**config.mk**
```make
export PLATFORM = sky130hd
export DESIGN_NAME = alu_operand_stage
export DESIGN_NICKNAME = d
export VERILOG_FILES = /design/src/rtl/alu_operand_stage_pkg.sv /design/src/rtl/alu_operand_stage_resolve.sv /design/src/rtl/alu_operand_stage.sv
export SDC_FILE = /design/constraint.sdc
export NUM_CORES = 1
export LEC_CHECK = 0
export CORE_UTILIZATION = 48
export CTS_CLUSTER_DIAMETER = 200
export DETAILED_ROUTE_END_ITERATION = 6
export GPL_TIMING_DRIVEN = 0
export PLACE_DENSITY = 0.82
export SLEW_MARGIN = 5
export SYNTH_ARGS = -nofsm -noshare
export SYNTH_HDL_FRONTEND = slang
export SYNTH_SLANG_ARGS = --single-unit
```
**constraint.sdc**
```tcl
create_clock -name clk -period 1.94 [get_ports clk]
set_input_delay 0.291 -clock clk [delete_from_list [all_inputs] [get_ports clk]]
set_output_delay 0.291 -clock clk [all_outputs]
set_load 0.01 [all_outputs]
```
**src/rtl/alu_operand_stage_pkg.sv**
```systemverilog
// alu_operand_stage_pkg: shared widths, ALU opcodes, buffered-op record and forwarding helper
package alu_operand_stage_pkg;
  localparam int DATA_WIDTH = 32;
  localparam int IMM_WIDTH  = 16;
  localparam int RADDR_W    = 5;
  localparam logic [2:0] ALU_AND = 3'b000;
  localparam logic [2:0] ALU_OR  = 3'b001;
  localparam logic [2:0] ALU_ADD = 3'b010;
  localparam logic [2:0] ALU_SUB = 3'b110;
  localparam logic [2:0] ALU_SLT = 3'b111;
  typedef struct packed {
    logic [RADDR_W-1:0]    dst;
    logic [2:0]            aluop;
    logic [DATA_WIDTH-1:0] a;
    logic [DATA_WIDTH-1:0] b;
  } op_t;
  function automatic logic [DATA_WIDTH-1:0] resolve_src(
    input logic [RADDR_W-1:0]    addr,
    input logic [DATA_WIDTH-1:0] rf_data,
    input logic                  ex_valid,
    input logic [RADDR_W-1:0]    ex_addr,
    input logic [DATA_WIDTH-1:0] ex_data,
    input logic                  mem_valid,
    input logic [RADDR_W-1:0]    mem_addr,
    input logic [DATA_WIDTH-1:0] mem_data
  );
    return addr == '0                      ? '0 :
           ex_valid  && ex_addr  == addr   ? ex_data :
           mem_valid && mem_addr == addr   ? mem_data : rf_data;
  endfunction
endpackage

```
**src/rtl/alu_operand_stage_resolve.sv**
```systemverilog
// operand_resolve: forwarding muxes for rs/rt plus immediate extension for operand B
module operand_resolve
  import alu_operand_stage_pkg::*;
(
  input  logic [RADDR_W-1:0]    rs_addr,
  input  logic [DATA_WIDTH-1:0] rs_data,
  input  logic [RADDR_W-1:0]    rt_addr,
  input  logic [DATA_WIDTH-1:0] rt_data,
  input  logic [IMM_WIDTH-1:0]  imm,
  input  logic                  use_imm,
  input  logic                  imm_sext,
  input  logic                  fwd_ex_valid,
  input  logic [RADDR_W-1:0]    fwd_ex_addr,
  input  logic [DATA_WIDTH-1:0] fwd_ex_data,
  input  logic                  fwd_mem_valid,
  input  logic [RADDR_W-1:0]    fwd_mem_addr,
  input  logic [DATA_WIDTH-1:0] fwd_mem_data,
  output logic [DATA_WIDTH-1:0] a,
  output logic [DATA_WIDTH-1:0] b
);
  logic [DATA_WIDTH-1:0] rt_res;
  logic [DATA_WIDTH-1:0] imm_ext;
  always_comb begin
    a       = resolve_src(rs_addr, rs_data, fwd_ex_valid, fwd_ex_addr, fwd_ex_data,
                          fwd_mem_valid, fwd_mem_addr, fwd_mem_data);
    rt_res  = resolve_src(rt_addr, rt_data, fwd_ex_valid, fwd_ex_addr, fwd_ex_data,
                          fwd_mem_valid, fwd_mem_addr, fwd_mem_data);
    imm_ext = {{(DATA_WIDTH-IMM_WIDTH){imm_sext & imm[IMM_WIDTH-1]}}, imm};
    b       = use_imm ? imm_ext : rt_res;
  end
endmodule

```
**src/rtl/alu_operand_stage.sv**
```systemverilog
// alu_operand_stage: resolves operands at accept and buffers up to two ops (main + skid) ahead of the ALU
module alu_operand_stage
  import alu_operand_stage_pkg::*;
(
  input  logic                  clk,
  input  logic                  resetn,
  input  logic                  in_valid,
  output logic                  in_ready,
  input  logic [2:0]            in_aluop,
  input  logic [RADDR_W-1:0]    in_rs_addr,
  input  logic [DATA_WIDTH-1:0] in_rs_data,
  input  logic [RADDR_W-1:0]    in_rt_addr,
  input  logic [DATA_WIDTH-1:0] in_rt_data,
  input  logic [IMM_WIDTH-1:0]  in_imm,
  input  logic                  in_use_imm,
  input  logic                  in_imm_sext,
  input  logic [RADDR_W-1:0]    in_dst_addr,
  input  logic                  fwd_ex_valid,
  input  logic [RADDR_W-1:0]    fwd_ex_addr,
  input  logic [DATA_WIDTH-1:0] fwd_ex_data,
  input  logic                  fwd_mem_valid,
  input  logic [RADDR_W-1:0]    fwd_mem_addr,
  input  logic [DATA_WIDTH-1:0] fwd_mem_data,
  input  logic                  flush,
  output logic                  out_valid,
  input  logic                  out_ready,
  output logic [DATA_WIDTH-1:0] out_A,
  output logic [DATA_WIDTH-1:0] out_B,
  output logic [2:0]            out_ALUop,
  output logic [RADDR_W-1:0]    out_dst_addr
);
  op_t main_op, skid_op, new_op;
  logic main_valid, skid_valid, accept;
  logic [DATA_WIDTH-1:0] a_res, b_res;
  operand_resolve u_resolve (
    .rs_addr(in_rs_addr), .rs_data(in_rs_data),
    .rt_addr(in_rt_addr), .rt_data(in_rt_data),
    .imm(in_imm), .use_imm(in_use_imm), .imm_sext(in_imm_sext),
    .fwd_ex_valid(fwd_ex_valid), .fwd_ex_addr(fwd_ex_addr), .fwd_ex_data(fwd_ex_data),
    .fwd_mem_valid(fwd_mem_valid), .fwd_mem_addr(fwd_mem_addr), .fwd_mem_data(fwd_mem_data),
    .a(a_res), .b(b_res)
  );
  always_comb begin
    new_op = '{dst: in_dst_addr, aluop: in_aluop, a: a_res, b: b_res};
    accept = in_valid & in_ready;
  end
  always_ff @(posedge clk or negedge resetn)
    if (!resetn) begin
      main_op    <= '0;
      skid_op    <= '0;
      main_valid <= 1'b0;
      skid_valid <= 1'b0;
    end else if (flush) begin
      main_valid <= 1'b0;
      skid_valid <= 1'b0;
    end else if (!main_valid || out_ready) begin
      main_valid <= skid_valid | accept;
      skid_valid <= 1'b0;
      if (skid_valid) main_op <= skid_op;
      else if (accept) main_op <= new_op;
    end else if (accept) begin
      skid_valid <= 1'b1;
      skid_op    <= new_op;
    end
  assign in_ready     = ~skid_valid;
  assign out_valid    = main_valid;
  assign out_A        = main_op.a;
  assign out_B        = main_op.b;
  assign out_ALUop    = main_op.aluop;
  assign out_dst_addr = main_op.dst;
endmodule
```
==> results_dict.tcl, run 1 <==
set metrics [dict create \
    die_h_um 134 \
    dieArea_um2 18100 \
    initial_core_util_pct 49.0 \
    violations "setup timing" \
    criticalPathCategory "reg2reg" \
    syn_area_per_cell_um2 8.76 \
    drtPass1Iterations 5 \
    wirelength_met1_mm 12.2 \
    grt_antenna_before_repair 0 \
    vias 9234 \
    cp_max_fo 10 \
    fmax_mhz 507 \
    drt-initial-drc-count 897 \
    vdd_drop_max_v 0.000663 \
    power.density_nw_per_um2 817 \
    rows 48 \
    p_clk_share_pct 33.0 \
    netlist-cell-type-count 45 \
    die_w_um 134 \
    synth.area.top_cells "dfrtp_1 43%, a21oi_1 4.6%, and3_1 3.9%, o21ai_0 3.9%, clkbuf_1 3.9%" \
    timing.final.crit_period_ns 1.97 \
    drt_wl_total_mm 32.5 \
    nets 1417 \
    synth_top_cell_area_share_pct 43.4 \
    cp_top_family "simple AND/OR/NAND/NOR gates" \
    synth_fa_ha_area_share_pct 0 \
    cts-root-buf "clkbuf_16" \
    drtAntennaViolNets 0 \
    area_delta_synth_final_pct 47.5 \
    ff_latch_area_um2 3650 \
    placed_cell_area_um2 11300 \
    hpwl_mm 24.6 \
    cp_slowest_cell "or3_1" \
    yosysTopAreaCell "dfrtp_1" \
    synthMuxAreaShare_pct 1.09 \
    core_um2 17200 \
    place_inst 1439 \
    min_period_over_period_pct 102 \
    synth-xor-area-share_pct 2.08 \
    postSynthCellCount 960 \
    critical_path_required_ns 2.24 \
    yosysWarnings 0 \
    highest_layer "met4" \
    syn_area_um2 8410 \
    n_antenna_cell 0 \
    drive_gt1_share_pct 14.9 \
    critical_path_buf_inv_count 3 \
    gr-total-overflow 0 \
    syn_nets 1141 \
    max_stage_delay_ns 0.40 \
    crit_path_end_kind "register" \
    drc 0 \
    start_kind "register" \
    power_uw 10100 \
    finalSetupViolCount 1 \
    clk_pin_slew_ns 0.06 \
    final_cells 1474 \
    power_frac_seq_pct 40.2 \
    nFillCells 1330 \
    outcome "finished, violations left" \
    cap_violations 0 \
    multi_input_area_um2 4630 \
    viasPerCell 6.26 \
    portBuffers 253 \
    power.internal_uw 7060 \
    stdcell_area_um2 12400 \
    hold_violations 0 \
    ys_seq_area_share_pct 43.4 \
    clk-insertion-delay-late_ns 0.44 \
    hp-class "in2reg" \
    synthArstFlopShare_pct 100 \
    clock-skew-final_ns 0.00786 \
    cp_cell_sequence "buf_4 -> nor2_4 -> or3_1 -> buf_2 -> buf_4 -> nor3_1 -> a211oi_2" \
    grt_use_total_pct 36.2 \
    dp_slack_ns -0.945 \
    cp.arrival_ns 2.27 \
    switching_share_pct 30.3 \
    synth_edf_count 0 \
    synth_top_family_by_area "compound AO/OA/AOI/OAI gates" \
    h-tree-depth 4 \
    ios 255 \
    cts.sinks 146 \
    combPwrFrac_pct 26.8 \
    drv_slew 0 \
    crit_path_frequent_cell "buf_4" \
    gp_congestion 1.00 \
    synth-compound-area-share_pct 27.3 \
    ys.flop_type "dfrtp_1" \
    p_leak_uw 0.00500 \
    grt_pass1_wl_mm 49.6 \
    synthSimpleGateAreaFrac_pct 20.5 \
    cts_tree "done" \
    finalWorstSetupSlack_ns -0.0323 \
    switchingPower_uw 3070 \
    wl_met2_mm 15.8 \
    synth_seq_cells 146 \
    numCtsBuffers 17 \
    wl_per_cell_um 22.1 \
    worst_slew_pin_slew_ns 0.782 \
    grt_max_degree 83 \
    slew_headroom_pct 47.8 \
    routed-wl-met3_mm 3.13 \
    grt_pass1_vias 9123 \
    cts_buffer_depth 2 \
]
[timing repair]
item                       4_1_cts  5_1_grt
setup buffers                    6        1
setup endpoints to repair      144      135
hold buffers                     1        0
resized for setup              108       90
hold endpoints to repair        64        0
pin swaps                       16       15
[layout by cell type, fill, tap and decap left out, types with 33 or more instances in the layout]
cell / count
clkdlybuf4s50_1: 233
or3_1: 48
nand2_1: 67
clkbuf_1: 36
nor3_1: 51
nor2_1: 50
o21ai_0: 66
and3_1: 52
nand3_1: 33
dfrtp_1: 146
a21oi_1: 75
[cell families (layout without fill, tap and decap cells)]
logic type | after synthesis | in the layout
AOI/OAI and AO/OA | 342 | 342
DFF | 146 | 146
and+or+nand+nor | 334 | 334
muxes | 9 | 9
xor gates and xnor gates | 20 | 20
buffers and inverters | 109 | 398
[cell type report]
| class | instances | share of cell area, % |
|---|---|---|
| sequential | 146 | 29.5 |
| buffer | 103 | 4.93 |
| tap | 225 | 2.27 |
| inverter | 1 | 0.0504 |
| clock buffer | 21 | 3.71 |
| clock inverter | 11 | 1.03 |
| multi-input combinational | 705 | 37.3 |
| timing repair buffer | 262 | 21.3 |
[cell usage after synthesis (all sizes together), types with 32 or more instances]
library cell,instances
dfrtp,146
clkbuf,89
o21ai,87
a21oi,77
nand2,69
and3,64
nor3,53
nor2,52
or3,48
nand3,34
a311o,32
a31oi,32
[stage by stage]
step / setup TNS (ns) / utilization (%) / hold WS (ns)
2_1_floorplan: 0 / - / -0.00459
3_3_place_gp: -867.67 / 65.3 / 0.454
3_5_place_dp: -109.14 / 65.5 / 0.323
4_1_cts: 0 / 70.9 / 0.240
5_1_grt: -0.330 / 72.2 / 0.273
6_report: -0.0323 / 72.2 / 0.255
[state kept, by name (all words and copies together) (netlist names)]
| signal | count |
|---|---|
| skid_op | 72 |
| out_A | 32 |
| out_B | 32 |
| out_dst_addr | 5 |
| out_ALUop | 3 |
| out_valid | 1 |
| skid_valid | 1 |
[metal layers]
metal	vias up	track usage [%]
li1	4141	-
met1	4420	45.1
met2	587	60.0
met3	86	7.75
met4	0	16.8
met5	-	0
[path summary, 6_finish.rpt]
check | to | depth (start not counted) | start | slack [ns]
setup / recovery | out_B[29]$_DFFE_PN0P_ | 7 | skid_valid$_DFFE_PN0P_ | -0.03
max in group asynchronous | out_A[27]$_DFFE_PN0P_ | 3 | resetn | 0.70
min in group asynchronous | skid_op[7]$_DFFE_PN0P_ | 2 | resetn | 0.41
hold / removal | skid_op[15]$_DFFE_PN0P_ | 3 | in_use_imm | 0.25
hold reg to reg | skid_op[48]$_DFFE_PN0P_ | 2 | skid_op[48]$_DFFE_PN0P_ | 0.47
setup reg to reg | out_B[29]$_DFFE_PN0P_ | 7 | skid_valid$_DFFE_PN0P_ | -0.03
[tightest hold or removal path: stages]
cell      delay, ns
clkbuf_1       0.16
nand2_1        0.13
a31oi_1        0.07
[power by group through the flow]
stage	clock, µW	sequential (µW)	combinational, µW
floorplan	0	4140	1040
global placement	0	4070	2480
detailed placement	0	4090	2540
CTS	3330	4050	2640
global route	3460	4130	2920
finish	3350	4070	2720
(Power assumes the default switching activity.)
==> run 2, diff against run 1 <==
Settings changed: CORE_ASPECT_RATIO from default to 0.75.
==> run 2 against run 1 <==
The run now ends clean. Sequential share of layout area is 0.22 points higher. Clock-buffer cell count unchanged. Non-clock buffer count up 1. Total power decreased by 0.99%. Largest cell class unchanged.
==> results_dict.tcl, run 2 (synthesis results as in run 1) <==
set metrics [dict create \
    outcome "finished clean" \
    clk_pin_slew_ns 0.06 \
    clock-skew-final_ns 0.00712 \
    finalSetupViolCount 0 \
    largest-register "skid_op" \
    stdcell_area_um2 12300 \
    nFillCells 1268 \
    dieArea_um2 18100 \
    grt_use_total_pct 36.1 \
    n_antenna_cell 0 \
    cts-root-buf "clkbuf_16" \
    gr-total-overflow 0 \
    finalWorstSetupSlack_ns 0.0571 \
    r2r_setup_slack_ns 0.06 \
    power.density_nw_per_um2 815 \
    die_w_um 155 \
    fmax_mhz 531 \
    crit_path_end_kind "register" \
    drt-initial-drc-count 928 \
    gp_congestion 0.985 \
    cap_violations 0 \
    slew_headroom_pct 49.6 \
    power.internal_uw 6980 \
    vdd_drop_max_v 0.000532 \
    final_cells 1486 \
    grt_pass1_wl_mm 49.3 \
    die_h_um 117 \
    cp_max_fo 10 \
    multi_input_area_um2 4550 \
    area_delta_synth_final_pct 46.4 \
    final_common_cell "clkdlybuf4s50_1" \
    drc 0 \
    cp.arrival_ns 2.19 \
    ff_latch_area_um2 3650 \
    placed_cell_area_um2 11300 \
    numCtsBuffers 17 \
    criticalPathCategory "reg2reg" \
    drtAntennaViolNets 0 \
    critical_path_required_ns 2.24 \
    rows 41 \
    switchingPower_uw 3050 \
    dp_slack_ns -0.928 \
    drtPass1Iterations 5 \
    rsz0062_at_grt "true" \
    h-tree-depth 4 \
    switching_share_pct 30.4 \
    tns_ns 0 \
    hold_violations 0 \
    initial_core_util_pct 49.5 \
    drv_slew 0 \
    place_inst 1450 \
    grt_pass1_vias 8863 \
    nets 1418 \
    layout_common_cells "231 x clkdlybuf4s50_1, 146 x dfrtp_1, 75 x a21oi_1" \
    min_period_over_period_pct 97.1 \
    core_um2 17000 \
    p_clk_share_pct 32.5 \
    start_kind "register" \
    viasPerCell 6.23 \
    cts_tree "done" \
    cts_buffer_depth 2 \
    cts.sinks 146 \
    utilization_pct 72.5 \
    portBuffers 253 \
    vias 9264 \
    hpwl_mm 24.7 \
    grt_max_degree 94 \
    grt_antenna_before_repair 0 \
    largest_register_ffs 72 \
    ios 255 \
    clk-insertion-delay-late_ns 0.43 \
    combPwrFrac_pct 26.9 \
    hp-class "in2reg" \
    drive_gt1_share_pct 14.2 \
    drt_wl_total_mm 32.2 \
    wl_per_cell_um 21.7 \
    timing.final.crit_period_ns 1.88 \
    worst_slew_pin_slew_ns 0.756 \
    p_leak_uw 0.00495 \
    power_frac_seq_pct 40.7 \
]
## run 2: changes by cell type in the layout (fill, tap and decap cells not counted), moves of 4 or more
cell,previous run,this run
a211oi_1,4,8
dlygate4sd2_1,10,14
clkbuf_4,7,11
o311ai_1,4,9
a211oi_2,12,8
o311ai_2,26,22
## run 2: power by group through the flow
stage | combinational [µW] | sequential (µW) | clock, µW
global placement | 2480 | 4080 | 0
global route | 2900 | 4140 | 3400
CTS | 2640 | 4060 | 3250
detailed placement | 2550 | 4100 | 0
floorplan | 1040 | 4140 | 0
finish | 2690 | 4080 | 3260
## run 2: per-stage QoR
step           hold slack, ns  total power, µW
6_report                0.241            10000
5_1_grt                 0.292            10400
4_1_cts                 0.245             9950
3_5_place_dp            0.278             6650
3_3_place_gp            0.455             6560
2_1_floorplan        -0.00459             5180
## run 2: critical path: stages (launching register included)
cell     delay [ns]
dfrtp_1        0.41
nor2b_1        0.18
or3_1          0.40
buf_2          0.24
buf_2          0.22
a21oi_1        0.21
o31ai_2        0.09
## run 2: layout make-up
type                    instances  area share, %
clock inverters                11           1.07
clock buffers                  21           3.58
inverters                       1         0.0508
flip-flops and latches        146           29.7
repair buffers                262           21.4
multi-input cells             705           36.9
plain buffers                 104           4.94
well taps                     236           2.40
## run 2: routing by layer
metal	GRT usage, %	part of all wire, %	up-vias
met2	57.3	46	600
met1	48.2	41	4436
li1	-	-	4147
met3	9.80	11	81
met4	12.2	2.6	0
met5	0	0	-
## run 2: repair_timing
| item | 4_1_cts | 5_1_grt |
|---|---|---|
| hold endpoints to repair | 53 | 0 |
| buffers inserted | 7 | 0 |
| setup endpoints to repair | 144 | 133 |
| pin swaps | 17 | 7 |
| hold buffers | 1 | 0 |
| gates resized for setup | 107 | 82 |
## run 2: path summary, 6_finish.rpt
path	start	cells past startpoint	end
worst max-delay path	out_valid$_DFFE_PN0N_	6	out_A[13]$_DFFE_PN0P_
worst min-delay path	in_use_imm	3	skid_op[15]$_DFFE_PN0P_
worst max register to register	out_valid$_DFFE_PN0N_	6	out_A[13]$_DFFE_PN0P_
worst min register to register	skid_op[52]$_DFFE_PN0P_	2	skid_op[52]$_DFFE_PN0P_
max in group asynchronous	resetn	3	out_B[3]$_DFFE_PN0P_
min in group asynchronous	resetn	2	out_ALUop[0]$_DFFE_PN0P_
==> run 3, diff against run 2 <==
Settings changed: MAX_ROUTING_LAYER from default to met4.
==> run 3 against run 2 <==
The run now ends with setup timing left. Utilization is 0.59 points higher. Total power rose by 1.9%. Cell count down 0.13%. Clock-buffer cell count down 2. Clock power increased by 6%. Hold slack better by 0.013 ns. Register-to-register slack got worse by 0.07 ns. Die area did not move. Routed wire length is 3.1% higher. Critical path type unchanged. Via count grew 0.85%.
==> results_dict.tcl, run 3 (synthesis results as in run 1) <==
set metrics [dict create \
    p_leak_uw 0.00498 \
    critical_path_required_ns 2.25 \
    min_period_over_period_pct 101 \
    rr_startpoint "out_valid$_DFFE_PN0N_" \
    grt_pass1_vias 8862 \
    cts_buffer_depth 2 \
    clk-insertion-delay-late_ns 0.43 \
    power.density_nw_per_um2 824 \
    h-tree-depth 4 \
    worst_slew_pin_slew_ns 0.862 \
    die_h_um 117 \
    criticalPathCategory "reg2reg" \
    hold_violations 0 \
    portBuffers 253 \
    holdPathEnd "skid_op[15]$_DFFE_PN0P_" \
    layout_common_cells "231 x clkdlybuf4s50_1, 146 x dfrtp_1, 77 x a21oi_1" \
    drt_wl_total_mm 33.2 \
    grt_max_degree 77 \
    clk_pin_slew_ns 0.06 \
    timing.final.crit_period_ns 1.95 \
    outcome "finished, violations left" \
    grt_use_total_pct 37.9 \
    finalSetupViolCount 1 \
    vdd_drop_max_v 0.000470 \
    gp_congestion 1.01 \
    vias 9343 \
    grt_pass1_wl_mm 49.7 \
    cts_tree "done" \
    area_delta_synth_final_pct 47.6 \
    hpwl_mm 24.8 \
    hp-class "in2reg" \
    fmax_mhz 513 \
    numCtsBuffers 17 \
    place_inst 1450 \
    crit_path_end_kind "register" \
    finalWorstSetupSlack_ns -0.0107 \
    initial_core_util_pct 49.5 \
    cap_violations 0 \
    cp_max_fo 10 \
    nets 1418 \
    r2r_setup_slack_ns -0.01 \
    violations "setup timing" \
    wl_per_cell_um 22.4 \
    ios 255 \
    start_kind "register" \
    cts-root-buf "clkbuf_16" \
    core_um2 17000 \
    slew_headroom_pct 42.5 \
    largest_register_ffs 72 \
    grt_antenna_before_repair 0 \
    drtAntennaViolNets 0 \
    gr-total-overflow 0 \
    n_antenna_cell 0 \
    hp-start "in_use_imm" \
    clock-skew-final_ns 0.00788 \
    worstReg2RegEnd "out_B[27]$_DFFE_PN0P_" \
    power_uw 10200 \
    drive_gt1_share_pct 14.9 \
    final_cells 1484 \
    drt-initial-drc-count 955 \
    cts.sinks 146 \
    viasPerCell 6.30 \
    rows 41 \
    cp.arrival_ns 2.26 \
    largest-register "skid_op" \
    final_common_cell "clkdlybuf4s50_1" \
    tns_ns -0.0107 \
    holdPathStages 3 \
    reg2reg_depth 6 \
    drtPass1Iterations 6 \
    drv_slew 0 \
    dieArea_um2 18100 \
    drc 0 \
    die_w_um 155 \
]
run 3: cell types whose count changed in the layout (fill, tap and decap cells not counted), moves of 3 or more:
| cell | before | now |
|---|---|---|
| dlymetal6s2s_1 | 6 | 3 |
| clkbuf_1 | 37 | 32 |
| clkbuf_4 | 11 | 14 |
| buf_4 | 16 | 12 |
| o311ai_2 | 22 | 28 |
| o311ai_1 | 9 | 1 |
| buf_6 | 8 | 12 |
run 3: per-layer routing:
layer  vias up  GRT usage (%)  routed length, µm
met5         -              -                  0
met1      4465           49.4              13400
li1       4141              -                  -
met3       107           8.87               3450
met2       630           58.3              15400
met4         0           12.7               1030
run 3: what timing repair did:
action / 4_1_cts / 5_1_grt
hold buffers: 1 / 0
resized for setup: 106 / 97
cloned: 0 / 0
endpoints found under the hold margin: 75 / 0
pin swaps: 13 / 3
buffers inserted: 7 / 1
endpoints found under the setup margin: 144 / 139
run 3: final cells by class:
class | instances | area, µm²
multi-input cells | 705 | 4620
fillers | 1274 | 4570
flip-flops and latches | 146 | 3650
repair buffers | 263 | 2630
plain buffers | 103 | 604
clock buffers | 19 | 453
well taps | 236 | 295
clock inverters | 11 | 155
inverters | 1 | 6.26
run 3: worst max path at each step:
stage | startpoint | end | slack [ns]
6_report | out_valid$_DFFE_PN0N_ | out_B[27]$_DFFE_PN0P_ | -0.01
5_1_grt | out_valid$_DFFE_PN0N_ | out_B[27]$_DFFE_PN0P_ | -0.02
4_1_cts | in_rs_addr[0] | out_A[23]$_DFFE_PN0P_ | 0.001
3_5_place_dp | in_rs_addr[0] | out_A[30]$_DFFE_PN0P_ | -0.92
3_3_place_gp | resetn | skid_op[11]$_DFFE_PN0P_ | -5.25
2_1_floorplan | in_rs_addr[0] | out_A[10]$_DFFE_PN0P_ | 0.11
run 3: where the power goes:
part | internal (µW) | switching [µW]
logic | 1390 | 1320
clock network | 2090 | 1350
registers | 3690 | 383
total | 7170 | 3050
run 3: critical path: stages (launching register included):
cell and delay (ns):
dfrtp_1 0.41, nor2b_1 0.19, or3_1 0.42, clkbuf_4 0.24
clkbuf_4 0.23, nor3_1 0.27, a211oi_2 0.07
run 3: stage by stage:
| step | setup WS, ns | util, % | hold slack [ns] | cell area, µm² |
|---|---|---|---|---|
| 5_1_grt | -0.0171 | 73.1 | 0.292 | 12400 |
| 4_1_cts | 0.00136 | 71.9 | 0.235 | 12200 |
| 3_3_place_gp | -5.25 | 66.2 | 0.455 | 11200 |
| 6_report | -0.0107 | 73.1 | 0.255 | 12400 |
| 2_1_floorplan | 0.115 | - | -0.00459 | 8410 |
| 3_5_place_dp | -0.924 | 66.4 | 0.372 | 11300 |
